===== src/rtl/alu_ctrl_pkg.sv =====
// Shared types and constants for the two-requester ALU issue controller.
package alu_ctrl_pkg;

    localparam int unsigned XLEN = 32;
    localparam int unsigned OP_W = 4;

    typedef enum logic [OP_W-1:0] {
        OP_ADD = 4'd0,
        OP_SUB = 4'd1,
        OP_AND = 4'd2,
        OP_OR  = 4'd3,
        OP_XOR = 4'd4
    } alu_op_e;

    typedef enum logic [1:0] {
        ST_IDLE = 2'd0,
        ST_EXEC = 2'd1,
        ST_RESP = 2'd2
    } state_e;

endpackage


===== src/rtl/alu_issue_ctrl_core.sv =====
// Combinational ALU: result and illegal-opcode flag from latched operands.
module alu_core
    import alu_ctrl_pkg::*;
(
    input  logic [OP_W-1:0] op_i,
    input  logic [XLEN-1:0] a_i,
    input  logic [XLEN-1:0] b_i,
    output logic [XLEN-1:0] result_o,
    output logic            err_o
);

    always_comb begin
        result_o = '0;
        err_o    = 1'b0;
        case (op_i)
            OP_ADD:  result_o = a_i + b_i;
            OP_SUB:  result_o = a_i - b_i;
            OP_AND:  result_o = a_i & b_i;
            OP_OR:   result_o = a_i | b_i;
            OP_XOR:  result_o = a_i ^ b_i;
            default: err_o    = 1'b1;
        endcase
    end

endmodule


===== src/rtl/alu_issue_ctrl.sv =====
// Round-robin issue of one ALU op at a time from two requesters, with a
// fixed execute latency and a held response until handshake.
//
// state   | meaning
// IDLE    | waiting for a request; req_ready grants one requester
// EXEC    | counting down the execute latency on latched operands
// RESP    | response presented, held until rsp_ready
module alu_issue_ctrl
    import alu_ctrl_pkg::*;
#(
    parameter int unsigned EXEC_CYCLES = 2
) (
    input  logic              clk,
    input  logic              rst_n,
    input  logic [1:0]        req_valid,
    output logic [1:0]        req_ready,
    input  logic [2*OP_W-1:0] req_op,
    input  logic [2*XLEN-1:0] req_a,
    input  logic [2*XLEN-1:0] req_b,
    output logic              rsp_valid,
    input  logic              rsp_ready,
    output logic              rsp_id,
    output logic [XLEN-1:0]   rsp_result,
    output logic              rsp_err,
    output logic              busy
);

    localparam logic [3:0] CNT_LOAD = 4'(EXEC_CYCLES - 1);

    state_e          state_q, state_d;
    logic [3:0]      cnt_q, cnt_d;
    logic            prio_q, prio_d;
    logic [OP_W-1:0] op_q, op_d;
    logic [XLEN-1:0] a_q, a_d;
    logic [XLEN-1:0] b_q, b_d;
    logic            id_q, id_d;
    logic [XLEN-1:0] result_q, result_d;
    logic            err_q, err_d;

    logic [1:0]      grant;
    logic            accept;
    logic            grant_id;
    logic [XLEN-1:0] alu_result;
    logic            alu_err;

    alu_core u_alu_core (
        .op_i     (op_q),
        .a_i      (a_q),
        .b_i      (b_q),
        .result_o (alu_result),
        .err_o    (alu_err)
    );

    // prio_q names the requester that wins a tie; rst_n gating keeps
    // req_ready low while reset is held even though state is already IDLE.
    always_comb begin
        grant = 2'b00;
        if (rst_n && state_q == ST_IDLE) begin
            if (req_valid == 2'b11) begin
                grant = prio_q ? 2'b10 : 2'b01;
            end else begin
                grant = req_valid;
            end
        end
    end

    assign req_ready = grant;
    assign accept    = |(req_valid & grant);
    assign grant_id  = grant[1];

    always_comb begin
        state_d  = state_q;
        cnt_d    = cnt_q;
        prio_d   = prio_q;
        op_d     = op_q;
        a_d      = a_q;
        b_d      = b_q;
        id_d     = id_q;
        result_d = result_q;
        err_d    = err_q;
        case (state_q)
            ST_IDLE: begin
                if (accept) begin
                    op_d    = grant_id ? req_op[2*OP_W-1:OP_W] : req_op[OP_W-1:0];
                    a_d     = grant_id ? req_a[2*XLEN-1:XLEN]  : req_a[XLEN-1:0];
                    b_d     = grant_id ? req_b[2*XLEN-1:XLEN]  : req_b[XLEN-1:0];
                    id_d    = grant_id;
                    prio_d  = ~grant_id;
                    cnt_d   = CNT_LOAD;
                    state_d = ST_EXEC;
                end
            end
            ST_EXEC: begin
                if (cnt_q == 4'd0) begin
                    result_d = alu_result;
                    err_d    = alu_err;
                    state_d  = ST_RESP;
                end else begin
                    cnt_d = cnt_q - 4'd1;
                end
            end
            ST_RESP: begin
                if (rsp_ready) begin
                    state_d = ST_IDLE;
                end
            end
            default: state_d = ST_IDLE;
        endcase
    end

    always_ff @(posedge clk or negedge rst_n) begin
        if (!rst_n) begin
            state_q  <= ST_IDLE;
            cnt_q    <= '0;
            prio_q   <= 1'b0;
            op_q     <= '0;
            a_q      <= '0;
            b_q      <= '0;
            id_q     <= 1'b0;
            result_q <= '0;
            err_q    <= 1'b0;
        end else begin
            state_q  <= state_d;
            cnt_q    <= cnt_d;
            prio_q   <= prio_d;
            op_q     <= op_d;
            a_q      <= a_d;
            b_q      <= b_d;
            id_q     <= id_d;
            result_q <= result_d;
            err_q    <= err_d;
        end
    end

    assign rsp_valid  = (state_q == ST_RESP);
    assign rsp_id     = rsp_valid & id_q;
    assign rsp_result = rsp_valid ? result_q : '0;
    assign rsp_err    = rsp_valid & err_q;
    assign busy       = (state_q != ST_IDLE);

endmodule


===== config.mk =====
export PLATFORM = sky130hd
export DESIGN_NAME = alu_issue_ctrl
export DESIGN_NICKNAME = d
export VERILOG_FILES = /design/src/rtl/alu_ctrl_pkg.sv /design/src/rtl/alu_issue_ctrl_core.sv /design/src/rtl/alu_issue_ctrl.sv
export SDC_FILE = /design/constraint.sdc
export NUM_CORES = 1
export LEC_CHECK = 0
export ABC_CLOCK_PERIOD_IN_PS = 5500
export BUFFER_PORTS_ARGS = -buffer_cell sky130_fd_sc_hd__buf_2
export CORE_ASPECT_RATIO = 1.25
export CORE_MARGIN = 5
export CORE_UTILIZATION = 55
export CTS_BUF_LIST = sky130_fd_sc_hd__clkbuf_16
export DETAILED_ROUTE_END_ITERATION = 8
export HOLD_SLACK_MARGIN = 0.06
export PLACE_DENSITY = 0.8
export SYNTH_ARGS = -nofsm -noshare
export SYNTH_HDL_FRONTEND = slang
export SYNTH_SLANG_ARGS = --single-unit

===== constraint.sdc =====
create_clock -name clk -period 5.5 [get_ports clk]
set_input_delay 1.65 -clock clk [delete_from_list [all_inputs] [get_ports clk]]
set_output_delay 1.65 -clock clk [all_outputs]
set_load 0.03 [all_outputs]

======== After elaboration in Yosys (flattened, before gate mapping) ========
Cells that the tools add are included.
operators by class
  add/sub/neg operators ................... 3
  equality and inequality tests ........... 11
  mux-type cells .......................... 16
  bitwise operators ....................... 7
  reduce and logical (&&, ||, !) cells .... 12
operators by type and width
  cell                 count
  $pmux 32 s5          1
  $mux 32              3
  $add 32x32->32       1
  $and 32x32->32       1
  $or 32x32->32        1
  $sub 32x32->32       1
  $xor 32x32->32       1
  $mux 2               6
  $mux 4               3
  $eq 4x2->1 const B   2
  $logic_not 4->1      2
  $pmux 4 s2           1
  $ne 2x2->1 const B   3
  $pmux 2 s3           1
  $reduce_and 3->1     2
  $reduce_or 5->1      1
  $eq 2x2->1 const B   2
  $eq 4x1->1 const B   1
  $eq 4x3->1 const B   1
  $reduce_and 2->1     2
  $reduce_bool 2->1    2
  $sub 4x1->4 const B  1
  $and 1x1->1          2
  $and 2x2->2          1
  7 further kinds      7
word-level totals
  register bits ........................... 109
  bits of input ports ..................... 141
  output and inout bits ................... 38
  logic and storage cells ................. 58

======== Longest topological paths before layout ========
Gate-level depths: netlist of run 1.
  depth after elaboration ................. 7
  depth in mapped cells ................... 19
  mapped depth without buffers ............ 18

======== Hierarchy ========
Synthesis of run 1 repeated with hierarchy kept, for this count alone.
second synthesis, totals
  cells, all modules ...................... 913
  area total of the unflattened synthesis .. 8836.0 um^2
modules (own cells, without submodules)
  module          instances  cells each  area each (um^2)  sequential area each (um^2)
  alu_issue_ctrl  1          384         4954.8            2727.6
  alu_core        1          529         3881.2            0.0

======== Worst setup path before layout of run 1 ========
OpenSTA, ideal clock, no wires.
  path kind ............................... input-to-output
  start point ............................. in req_valid[0]
  end point ............................... out req_ready[1]
  arrival ................................. 2.689 ns
  data required time ...................... 3.850 ns
  slack ................................... 1.161 ns
  stages on the path ...................... 4
  buffers on the path ..................... 2
  cell sequence ........................... inv_1 > o2111a_1 > clkbuf_1 > clkbuf_1
between the ends
  word-level cells in the longest chain between the ends .. 3
RTL lines
  element             RTL line              text
  start: declaration  alu_issue_ctrl.sv:15  input logic [1:0] req_valid,
  $eq 2x2->1          alu_issue_ctrl.sv:59  if (req_valid == 2'b11) begin
  $mux 2              alu_issue_ctrl.sv:59
  $mux 2              alu_issue_ctrl.sv:58  if (rst_n && state_q == ST_IDLE) begin
  end: declaration    alu_issue_ctrl.sv:16  output logic [1:0] req_ready,
Every way passes these cells.

======== Worst setup path in the final report of run 1 ========
  start point ............................. reg b_q[0]
  end point ............................... reg result_q[30]
between the ends
  word-level cells in the longest chain between the ends .. 2
  elaborated cells between the ends (all ways) .. 3
  those cells by class .................... add/sub: 2; mux: 1
RTL lines
  element                                                  RTL line                                              text
  start: declaration                                       alu_issue_ctrl.sv:35                                  logic [XLEN-1:0] b_q, b_d;
  start signal: assignment                                 alu_issue_ctrl.sv:118                                 b_q <= '0;
  start signal: assignment                                 alu_issue_ctrl.sv:128                                 b_q <= b_d;
  $sub 32x32->32 / $add 32x32->32 (equally long branches)  alu_issue_ctrl_core.sv:17, alu_issue_ctrl_core.sv:16
  $pmux 32 s5 *                                            alu_issue_ctrl_core.sv:15                             case (op_i)
  end signal: assignment                                   alu_issue_ctrl.sv:130                                 result_q <= result_d;
  end: declaration                                         alu_issue_ctrl.sv:37                                  logic [XLEN-1:0] result_q, result_d;
Every way passes the cells marked *; elsewhere a longest branch is shown, timed or not.
A chain may end at the register's enable or synchronous reset.

==> results of run 1 <==
[logic make-up (layout without fill, tap and decap cells)]
| kind of cell | Yosys count | in the layout | synth area share |
|---|---|---|---|
| buf+inv | 145 | 292 | 0.06262 |
| xor+xnor | 54 | 54 | 0.05392 |
| mux | 14 | 14 | 0.01598 |
| fa+ha+maj | 99 | 99 | 0.1421 |
| simple gates | 297 | 297 | 0.1679 |
| compound gates | 288 | 288 | 0.2465 |
| flops | 109 | 109 | 0.3110 |
[worst reg2reg max path, delay by kind of cell (launching register included)]
kind / cells / cell delay (ns)
compound gates: 5 / 1.08
fa+ha+maj: 2 / 0.56
flops: 1 / 0.44
buf+inv: 1 / 0.10
simple gates: 8 / 1.73
xor+xnor: 1 / 0.15
[layout by cell type (no fill, tap or decap), types with 4 or more instances in the layout]
cell type    n
buf_2      177
dfrtp_1    109
ha_1        98
inv_1       84
nor3_1      74
nor2_1      63
nand2_1     62
o21ai_0     59
a221o_1     53
a21oi_1     45
xnor2_1     41
and2_1      37
a221oi_1    22
a21o_1      17
o221ai_1    16
nand3_1     15
buf_4       15
mux2i_1     14
xor2_1      13
a22oi_1     12
a31oi_1     11
clkbuf_16    9
or3_1        8
a22o_1       8
nand4_1      6
a211oi_1     6
or2_2        5
nor2b_1      5
o21a_1       5
o31ai_1      4
[registers in the layout, indices dropped and copies added, names as in the netlist]
name,count
prio_q,1
cnt_q,4
id_q,1
err_q,1
state_q,2
result_q,32
a_q,32
b_q,32
op_q,4
[stage by stage]
step	hold slack, ns	setup slack (ns)	std cells	util	area, sq um
floorplan	0.4414	1.161	1006	-	8771
global placement	0.4553	1.414	1349	0.6295	9841
detailed placement	0.4639	1.388	1349	0.6295	9841
CTS	0.4814	1.355	1365	0.6483	10130
global route	0.5163	0.9610	1365	0.6483	10130
finish	0.4786	1.315	1365	0.6483	10130
[worst paths after layout]
check	from	to	cells past startpoint
max in group asynchronous	rst_n	result_q[27]	3
min	result_q[10]	result_q[10]	2
min reg2reg	result_q[10]	result_q[10]	2
max	b_q[0]	result_q[30]	17
max reg2reg	b_q[0]	result_q[30]	17
min in group asynchronous	rst_n	prio_q	1
[metal layers]
metal | GRT usage | share of wire
met1 | 0.3846 | 0.43
met2 | 0.4536 | 0.47
met3 | 0.03885 | 0.062
met4 | 0.1132 | 0.036
met5 | 0 | 0
[area by class of cell]
class / instances / share of cell area
multi-input cells: 752 / 0.5461
flip-flops and latches: 109 / 0.2691
repair buffers: 192 / 0.09852
inverters: 84 / 0.03111
well taps: 212 / 0.02617
clock buffers: 9 / 0.02222
clock inverters: 7 / 0.006790
[cells in the mapped netlist (all sizes together) (2+ instances only)]
cell	number
a21oi	47
o21ai	62
a41oi	3
mux2i	14
a311oi	2
nand3	16
nand2b	3
clkbuf	51
a211oi	8
a31oi	11
dfrtp	109
a221o	53
nor2b	7
o2111ai	2
ha	98
and2	37
o31ai	6
a21o	17
o211ai	2
o221ai	16
nor2	64
inv	84
nor4	5
xor2	13
a22o	8
a22oi	12
or3	8
nor3	76
o2111a	2
nand2	62
buf	10
a221oi	22
o21a	5
nand4	6
xnor2	41
or2	6
and3	2
[power groups by stage]
| stage | clock, uW | sequential, uW | combinational, uW |
|---|---|---|---|
| floorplan | 0 | 1390 | 3700 |
| global placement | 0 | 1540 | 4690 |
| detailed placement | 0 | 1550 | 4740 |
| CTS | 666 | 1540 | 4790 |
| global route | 701 | 1590 | 5360 |
| finish | 660 | 1540 | 4830 |
==> results.json, run 1 <==
{
  "async_flop_share": 1.000,
  "io-pin-count": 179,
  "slowest_delay_ns": 0.46,
  "maxCapViolations": 0,
  "placement_rows": 51,
  "area_delta_synth_final_pct": 15.55,
  "cts-resized-gates": 0,
  "port_buffers": 178,
  "hold_viol": 0,
  "synth-main-ff-cell": "dfrtp_1",
  "yosysSeqAreaShare": 0.3110,
  "start_util": 0.5610,
  "yosysWarnings": 0,
  "critPathCaptureType": "register",
  "fp.coreArea_sq_mm": 0.01563,
  "clock_latency_ns": 0.36,
  "vias": 8308,
  "seqCellArea_sq_mm": 0.002728,
  "yosys.area.top_type": "dfrtp_1",
  "syn_inst": 1006,
  "dr.first_iter.drc_count": 600,
  "cts_buffers": 9,
  "cts.sinks": 109,
  "crit_family": "simple AND/OR/NAND/NOR gates",
  "cp.required_ns": 5.74,
  "slew_violations": 0,
  "cellLeakagePower_uw": 0.004904,
  "r2r_setup_slack_ns": 1.31,
  "cp-start-kind": "register",
  "die_w_um": 123.0,
  "vdd_drop_max_v": 0.0003086,
  "status": "completed",
  "synth-seq-cells": 109,
  "die_area_sq_mm": 0.01859,
  "p_int_uw": 3429,
  "drc": 0,
  "p_sw_frac": 0.5126,
  "post_cts_buffers": 0,
  "htree_num_levels": 3,
  "synth_top_area_share": 0.3110,
  "combinationalPowerShare": 0.687,
  "synth.area.top_cells": "dfrtp_1 (31%), ha_1 (14%), a221o_1 (6.0%)",
  "grt_pass1_wl_um": 41270,
  "cp_common_cell": "nand3_1",
  "grt_usage": 0.2824,
  "layout_min_cycle_time_ns": 4.185,
  "fillers": 1337,
  "viasPerCell": 6.086,
  "synth_nets": 1246,
  "setup_tns_ns": 0,
  "cp_num_buf_inv": 1,
  "p_clk_frac": 0.094,
  "rsz0062_at_grt": "no",
  "crit_path_max_fanout": 8,
  "root_buffer": "clkbuf_16",
  "nNetsFinal": 1388,
  "clock_skew_ns": 0.006895,
  "synth_edf_count": 0,
  "arrival_ns": 4.43,
  "p_total_uw": 7035,
  "routedWlPerCell_um": 18.92,
  "setup_viol_count_final": 0,
  "crit_chain": "inv_1 -> ha_1 -> nand3_1 -> nor2_1 -> nand2_1 -> or3_1 -> or2_2 -> o21ai_0 -> xnor2_1 -> ha_1 -> a21o_1 -> a21oi_1 -> o21ai_0 -> a21oi_1 -> or4b_1 -> nand3_1 -> nand3_1",
  "antenna_found_initial": 0,
  "n_antenna_cell": 0,
  "power_density_mw_per_mm2": 694.1,
  "routed_wl_um": 25830,
  "cts_tree": "yes",
  "power_frac_seq": 0.219,
  "ant_nets": 0,
  "clk_path_buf_depth": 2,
  "min_period_over_period": 0.7609,
  "postSynthAreaPerCell_sq_um": 8.719,
  "hold_buffers": 0,
  "syn_area_sq_mm": 0.008771,
  "path_class": "register to register",
  "dr.pass1.iters": 5,
  "yosysUniqueCellTypes": 66,
  "drive_gt1_frac": 0.2003,
  "grt_pass1_vias": 8096,
  "switchingPower_uw": 3606,
  "max_freq_mhz": 238.9,
  "slowest_stage": "or4b_1",
  "grt_overflow": 0,
  "relSlewSlack": 0.3783,
  "multi_input_area_sq_mm": 0.005534,
  "tightestPinTransition_ns": 0.9326,
  "die_y_um": 151.2,
  "min_path_type": "register to register",
  "dp_hpwl_um": 19610,
  "grt_max_degree": 89,
  "routabilityCongestion": 0.9487,
  "path_clk_slew_ns": 0.08
}
Power figures use the tool's default switching activity.
==> inputs of run 2 (changes only) <==
--- a/config.mk
+++ b/config.mk
@@ -5,15 +5,15 @@
 export SDC_FILE = /design/constraint.sdc
 export NUM_CORES = 1
 export LEC_CHECK = 0
-export ABC_CLOCK_PERIOD_IN_PS = 5500
+export ABC_CLOCK_PERIOD_IN_PS = 3600
 export BUFFER_PORTS_ARGS = -buffer_cell sky130_fd_sc_hd__buf_2
 export CORE_ASPECT_RATIO = 1.25
 export CORE_MARGIN = 5
-export CORE_UTILIZATION = 55
+export CORE_UTILIZATION = 51
 export CTS_BUF_LIST = sky130_fd_sc_hd__clkbuf_16
 export DETAILED_ROUTE_END_ITERATION = 8
 export HOLD_SLACK_MARGIN = 0.06
-export PLACE_DENSITY = 0.8
+export PLACE_DENSITY = 0.78
 export SYNTH_ARGS = -nofsm -noshare
 export SYNTH_HDL_FRONTEND = slang
 export SYNTH_SLANG_ARGS = --single-unit
==> constraint.sdc (replaced) <==
create_clock -name clk -period 3.6 [get_ports clk]
set_input_delay 1.08 -clock clk [delete_from_list [all_inputs] [get_ports clk]]
set_output_delay 1.08 -clock clk [all_outputs]
set_load 0.03 [all_outputs]
==> run 2 against run 1 <==
  * Clock skew is 0.0040 ns higher
  * Highest routed layer unchanged
  * Via count grew 5.6%
  * Sequential share of layout area decreased by 2.6 points
==> results.json, run 2 (synthesized netlist as in run 1, its figures left out) <==
{
  "arrival_ns": 3.80,
  "die_w_um": 127.3,
  "area_delta_synth_final_pct": 27.65,
  "cp-start-kind": "register",
  "multi_input_area_sq_mm": 0.005826,
  "critPathCaptureType": "register",
  "dr.pass1.iters": 5,
  "rsz0062_at_grt": "yes",
  "r2r_start": "b_q[3]",
  "min_period_over_period": 0.9875,
  "hold_path_end": "result_q[1]",
  "nNetsFinal": 1484,
  "reg.largest.list": "a_q: 32 flops, b_q: 32 flops, result_q: 32 flops",
  "cp.required_ns": 3.85,
  "final_common_cell": "buf_2",
  "routedWlPerCell_um": 19.47,
  "clk_path_buf_depth": 2,
  "n_antenna_cell": 0,
  "die_y_um": 156.6,
  "die_area_sq_mm": 0.01994,
  "antenna_found_initial": 0,
  "rr_endpoint": "result_q[30]",
  "r2r_setup_slack_ns": 0.04,
  "cellLeakagePower_uw": 0.005456,
  "path_clk_slew_ns": 0.09,
  "setup_viol_count_final": 0,
  "tightestPinTransition_ns": 0.8700,
  "seqCellArea_sq_mm": 0.002728,
  "pre_cts_slack_ns": -0.1594,
  "drc": 0,
  "placement_rows": 53,
  "ant_nets": 0,
  "dr.first_iter.drc_count": 692,
  "cts_buffers": 9,
  "final_cell_count_no_fill": 1469,
  "layout_min_cycle_time_ns": 3.555,
  "routed_wl_um": 28600,
  "fillers": 1414,
  "maxCapViolations": 0,
  "min_path_type": "register to register",
  "io-pin-count": 179,
  "setup_tns_ns": 0,
  "drive_gt1_frac": 0.3026,
  "min_delay_path_depth": 2,
  "root_buffer": "clkbuf_16",
  "port_buffers": 178,
  "clock_latency_ns": 0.36,
  "cts.sinks": 109,
  "viasPerCell": 5.973,
  "grt_pass1_vias": 8752,
  "vdd_drop_max_v": 0.0004945,
  "grt_overflow": 0,
  "status": "completed",
  "power_density_mw_per_mm2": 1128,
  "grt_usage": 0.2785,
  "cp-startpoint": "b_q[3]",
  "vias": 8775,
  "htree_num_levels": 3,
  "slew_violations": 0,
  "dp.cells": 1441,
  "path_class": "register to register",
  "clock_skew_ns": 0.01089,
  "dp_hpwl_um": 20990,
  "relSlewSlack": 0.4193,
  "routabilityCongestion": 0.9069,
  "layout.cells.most_common_list": "buf_2 (177), dfrtp_1 (109), buf_4 (106), ha_1 (93), inv_1 (83)",
  "crit_path_max_fanout": 3,
  "rr_worst_depth": 16,
  "fin_ws_ns": 0.04495,
  "grt_pass1_wl_um": 44560,
  "fp.coreArea_sq_mm": 0.01684,
  "cts_tree": "yes",
  "grt_max_degree": 139,
  "hold_viol": 0,
  "hp-start": "result_q[1]",
  "max_freq_mhz": 281.3,
  "start_util": 0.5207
}
## run 2: cell count changes in the layout (fill, tap and decap cells not counted), moves of 4 or more
cell and change:
buf_4 +91, nand3_1 -6, nor3_1 -5, nor2_2 +4, o21ai_2 +5, nand3_2 +6
a21oi_1 -6, ha_1 -5, o21ai_0 -12, a21oi_2 +5, o21ai_1 +7
## run 2: routing by layer
layer | vias up | routed length (um) | track usage
met2 | 339 | 14040 | 0.4745
met3 | 64 | 1677 | 0.04268
li1 | 4155 | - | -
met1 | 4217 | 11980 | 0.3591
met5 | - | 0 | 0
met4 | 0 | 901 | 0.09964
## run 2: critical path, cell delays in order, from the launching register on
cell and delay (ns):
dfrtp_1 0.40, nor3_2 0.24, nand3_2 0.11, nor2_2 0.13, nand2_2 0.07, or3_4 0.34, or2_4 0.28, o21ai_2 0.15
xnor2_1 0.15, ha_1 0.29, a21o_1 0.20, a21oi_2 0.15, o21ai_1 0.08, a21oi_1 0.22, or4b_4 0.50, nand3_2 0.08
nand3_2 0.05
## run 2: worst max-delay path by stage
stage	to
2_1_floorplan	result_q[30]
3_3_place_gp	result_q[30]
3_5_place_dp	result_q[30]
4_1_cts	result_q[25]
5_1_grt	result_q[28]
6_report	result_q[30]
## run 2: report_power, final
| group | leakage (uW) | switching (uW) | total [uW] | internal (uW) |
|---|---|---|---|---|
| Combinational | 0.00393 | 5150 | 9350 | 4200 |
| Sequential | 0.00138 | 503 | 2250 | 1750 |
| Clock | 0.000148 | 541 | 1030 | 492 |
| Total | 0.00546 | 6190 | 12600 | 6440 |
## run 2: layout make-up
type | instances | share of cell area
Multi-Input combinational cell | 752 | 0.5203
Sequential cell | 109 | 0.2436
Timing Repair Buffer | 288 | 0.1568
Inverter | 84 | 0.02816
Tap cell | 220 | 0.02459
Clock buffer | 9 | 0.02012
Clock inverter | 7 | 0.006370
## run 2: what timing repair did
item / CTS / global route
hold buffers: 0 / 0
setup buffers: 1 / 12
endpoints found under the setup margin: 5 / 15
gates resized for setup: 7 / 66
pin swaps: 5 / 42
## run 2: metrics by stage
step | hold slack [ns] | power, uW | utilization | cell area [sq um]
3_3_place_gp | 0.4569 | 10590 | 0.6243 | 10520
2_1_floorplan | 0.4414 | 7798 | - | 8781
5_1_grt | 0.4954 | 13580 | 0.6647 | 11200
3_5_place_dp | 0.4668 | 10700 | 0.6243 | 10520
4_1_cts | 0.4866 | 11850 | 0.6439 | 10850
6_report | 0.4813 | 12630 | 0.6647 | 11200
==> inputs of run 3 (changes only) <==
--- a/config.mk
+++ b/config.mk
@@ -10,7 +10,6 @@
 export CORE_ASPECT_RATIO = 1.25
 export CORE_MARGIN = 5
 export CORE_UTILIZATION = 51
-export CTS_BUF_LIST = sky130_fd_sc_hd__clkbuf_16
 export DETAILED_ROUTE_END_ITERATION = 8
 export HOLD_SLACK_MARGIN = 0.06
 export PLACE_DENSITY = 0.78
==> run 3 against run 2 <==
  * Sequential cell count did not move
  * Clock skew increased by 0.00062 ns
  * Sequential share of layout area unchanged
  * Fmax barely moved
  * Critical path type unchanged
==> results.json, run 3 (synthesized netlist as in run 1, its figures left out) <==
{
  "layout_min_cycle_time_ns": 3.556,
  "clk_path_buf_depth": 2,
  "fillers": 1414,
  "p_int_uw": 6439,
  "ant_nets": 0,
  "utilization": 0.6647,
  "cts_tree": "yes",
  "vdd_drop_max_v": 0.0004943,
  "setup_viol_count_final": 0,
  "path_clk_slew_ns": 0.09,
  "max_freq_mhz": 281.2,
  "grt_pass1_wl_um": 44560,
  "min_period_over_period": 0.9877,
  "tightestPinTransition_ns": 0.8681,
  "critPathCaptureType": "register",
  "relSlewSlack": 0.4206,
  "die_area_sq_mm": 0.01994,
  "grt_overflow": 0,
  "cts_buffers": 9,
  "maxCapViolations": 0,
  "arrival_ns": 3.80,
  "power_density_mw_per_mm2": 1129,
  "rsz0062_at_grt": "yes",
  "nNetsFinal": 1484,
  "multi_input_area_sq_mm": 0.005826,
  "io-pin-count": 179,
  "root_buffer": "clkbuf_16",
  "cp.required_ns": 3.85,
  "viasPerCell": 5.971,
  "clock_skew_ns": 0.01151,
  "min_path_type": "register to register",
  "layout.cells.most_common_list": "buf_2 (177), dfrtp_1 (109), buf_4 (106), ha_1 (93), inv_1 (82)",
  "grt_pass1_vias": 8752,
  "switchingPower_uw": 6197,
  "placedInstanceArea_sq_mm": 0.01052,
  "area_delta_synth_final_pct": 27.65,
  "grt_usage": 0.2785,
  "crit_path_max_fanout": 3,
  "crit_chain": "nor3_2 -> nand3_2 -> nor2_2 -> nand2_2 -> or3_4 -> or2_4 -> o21ai_2 -> xnor2_1 -> ha_1 -> a21o_1 -> a21oi_2 -> o21ai_1 -> a21oi_1 -> or4b_4 -> nand3_2 -> nand3_2",
  "seqCellArea_sq_mm": 0.002728,
  "slowest_delay_ns": 0.50,
  "die_y_um": 156.6,
  "combinationalPowerShare": 0.740,
  "dr.pass1.iters": 5,
  "dr.first_iter.drc_count": 692,
  "drc": 0,
  "final_common_cell": "buf_2",
  "path_class": "register to register",
  "antenna_found_initial": 0,
  "cts.sinks": 109,
  "status": "completed",
  "routedWlPerCell_um": 19.48,
  "p_sw_frac": 0.4904,
  "port_buffers": 178,
  "cp-start-kind": "register",
  "reg.largest.list": "a_q: 32 flops, b_q: 32 flops, result_q: 32 flops",
  "dp_hpwl_um": 20990,
  "hold_buffers": 0,
  "placement_rows": 53,
  "clock_latency_ns": 0.36,
  "hold_viol": 0,
  "n_antenna_cell": 0,
  "p_clk_frac": 0.082,
  "slowest_stage": "or4b_4",
  "vias": 8772,
  "grt_max_degree": 139,
  "cp_common_cell": "nand3_2",
  "fp.coreArea_sq_mm": 0.01684,
  "final_area_sq_mm": 0.01120,
  "slew_violations": 0,
  "drive_gt1_frac": 0.3026,
  "power_frac_seq": 0.178,
  "htree_num_levels": 3,
  "start_util": 0.5207,
  "routabilityCongestion": 0.9069,
  "routed_wl_um": 28610,
  "cellLeakagePower_uw": 0.005452,
  "die_w_um": 127.3
}
-- run 3: cell types whose count changed in the layout (fill, tap and decap cells not counted), sizes merged --
| cell | previous run | this run |
|---|---|---|
| inv | 89 | 88 |
| clkbuf | 9 | 10 |
-- run 3: power by group through the flow --
stage,sequential [uW],combinational (uW),clock [uW]
2_1_floorplan,2130,5670,0
3_3_place_gp,2230,8370,0
3_5_place_dp,2240,8460,0
4_1_cts,2220,8590,1040
5_1_grt,2310,10200,1090
6_report,2250,9350,1040
-- run 3: worst max-delay path: cells and delay by family (launching register included) --
kind	cells	cell delay [ns]
adders and majority gates	1	0.29
AOI/OAI and AO/OA	5	0.80
and+or+nand+nor	9	1.80
DFF	1	0.40
xor gates and xnor gates	1	0.15
-- run 3: cell type report --
type	instances	area share
flip-flops and latches	109	0.2436
multi-input cells	752	0.5203
well taps	220	0.02459
repair buffers	288	0.1568
clock inverters	6	0.006035
inverters	84	0.02816
clock buffers	10	0.02045
-- run 3: worst paths after layout --
| kind | startpoint | to | slack (ns) | depth (start not counted) |
|---|---|---|---|---|
| max | b_q[3] | result_q[30] | 0.04 | 16 |
| min | result_q[1] | result_q[1] | 0.48 | 2 |
| max reg2reg | b_q[3] | result_q[30] | 0.04 | 16 |
| min reg2reg | result_q[1] | result_q[1] | 0.48 | 2 |
| max in group asynchronous | rst_n | result_q[28] | 1.45 | 3 |
| min in group asynchronous | rst_n | prio_q | 0.51 | 1 |
-- run 3: per-layer routing --
layer / global-route usage / up-vias / wire [um]
li1: - / 4155 / -
met1: 0.3591 / 4218 / 12000
met2: 0.4745 / 338 / 14080
met3: 0.04268 / 61 / 1657
met4: 0.09964 / 0 / 868
met5: 0 / - / 0
-- run 3: what timing repair did --
item                       CTS  global route
pin swaps                    5            42
setup endpoints to repair    5            15
resized for setup            7            66
hold endpoints to repair     0             0
setup buffers                1            12
-- run 3: metrics by stage --
step | TNS, ns | power (uW) | hold WS [ns] | worst slack [ns] | cells
2_1_floorplan | 0 | 7798 | 0.4414 | 0.004258 | 1006
3_3_place_gp | -0.07478 | 10590 | 0.4569 | -0.07123 | 1441
3_5_place_dp | -0.2690 | 10700 | 0.4668 | -0.1594 | 1441
4_1_cts | 0 | 11850 | 0.4865 | 0.009531 | 1458
5_1_grt | -0.5935 | 13590 | 0.4958 | -0.1158 | 1469
6_report | 0 | 12640 | 0.4812 | 0.04421 | 1469
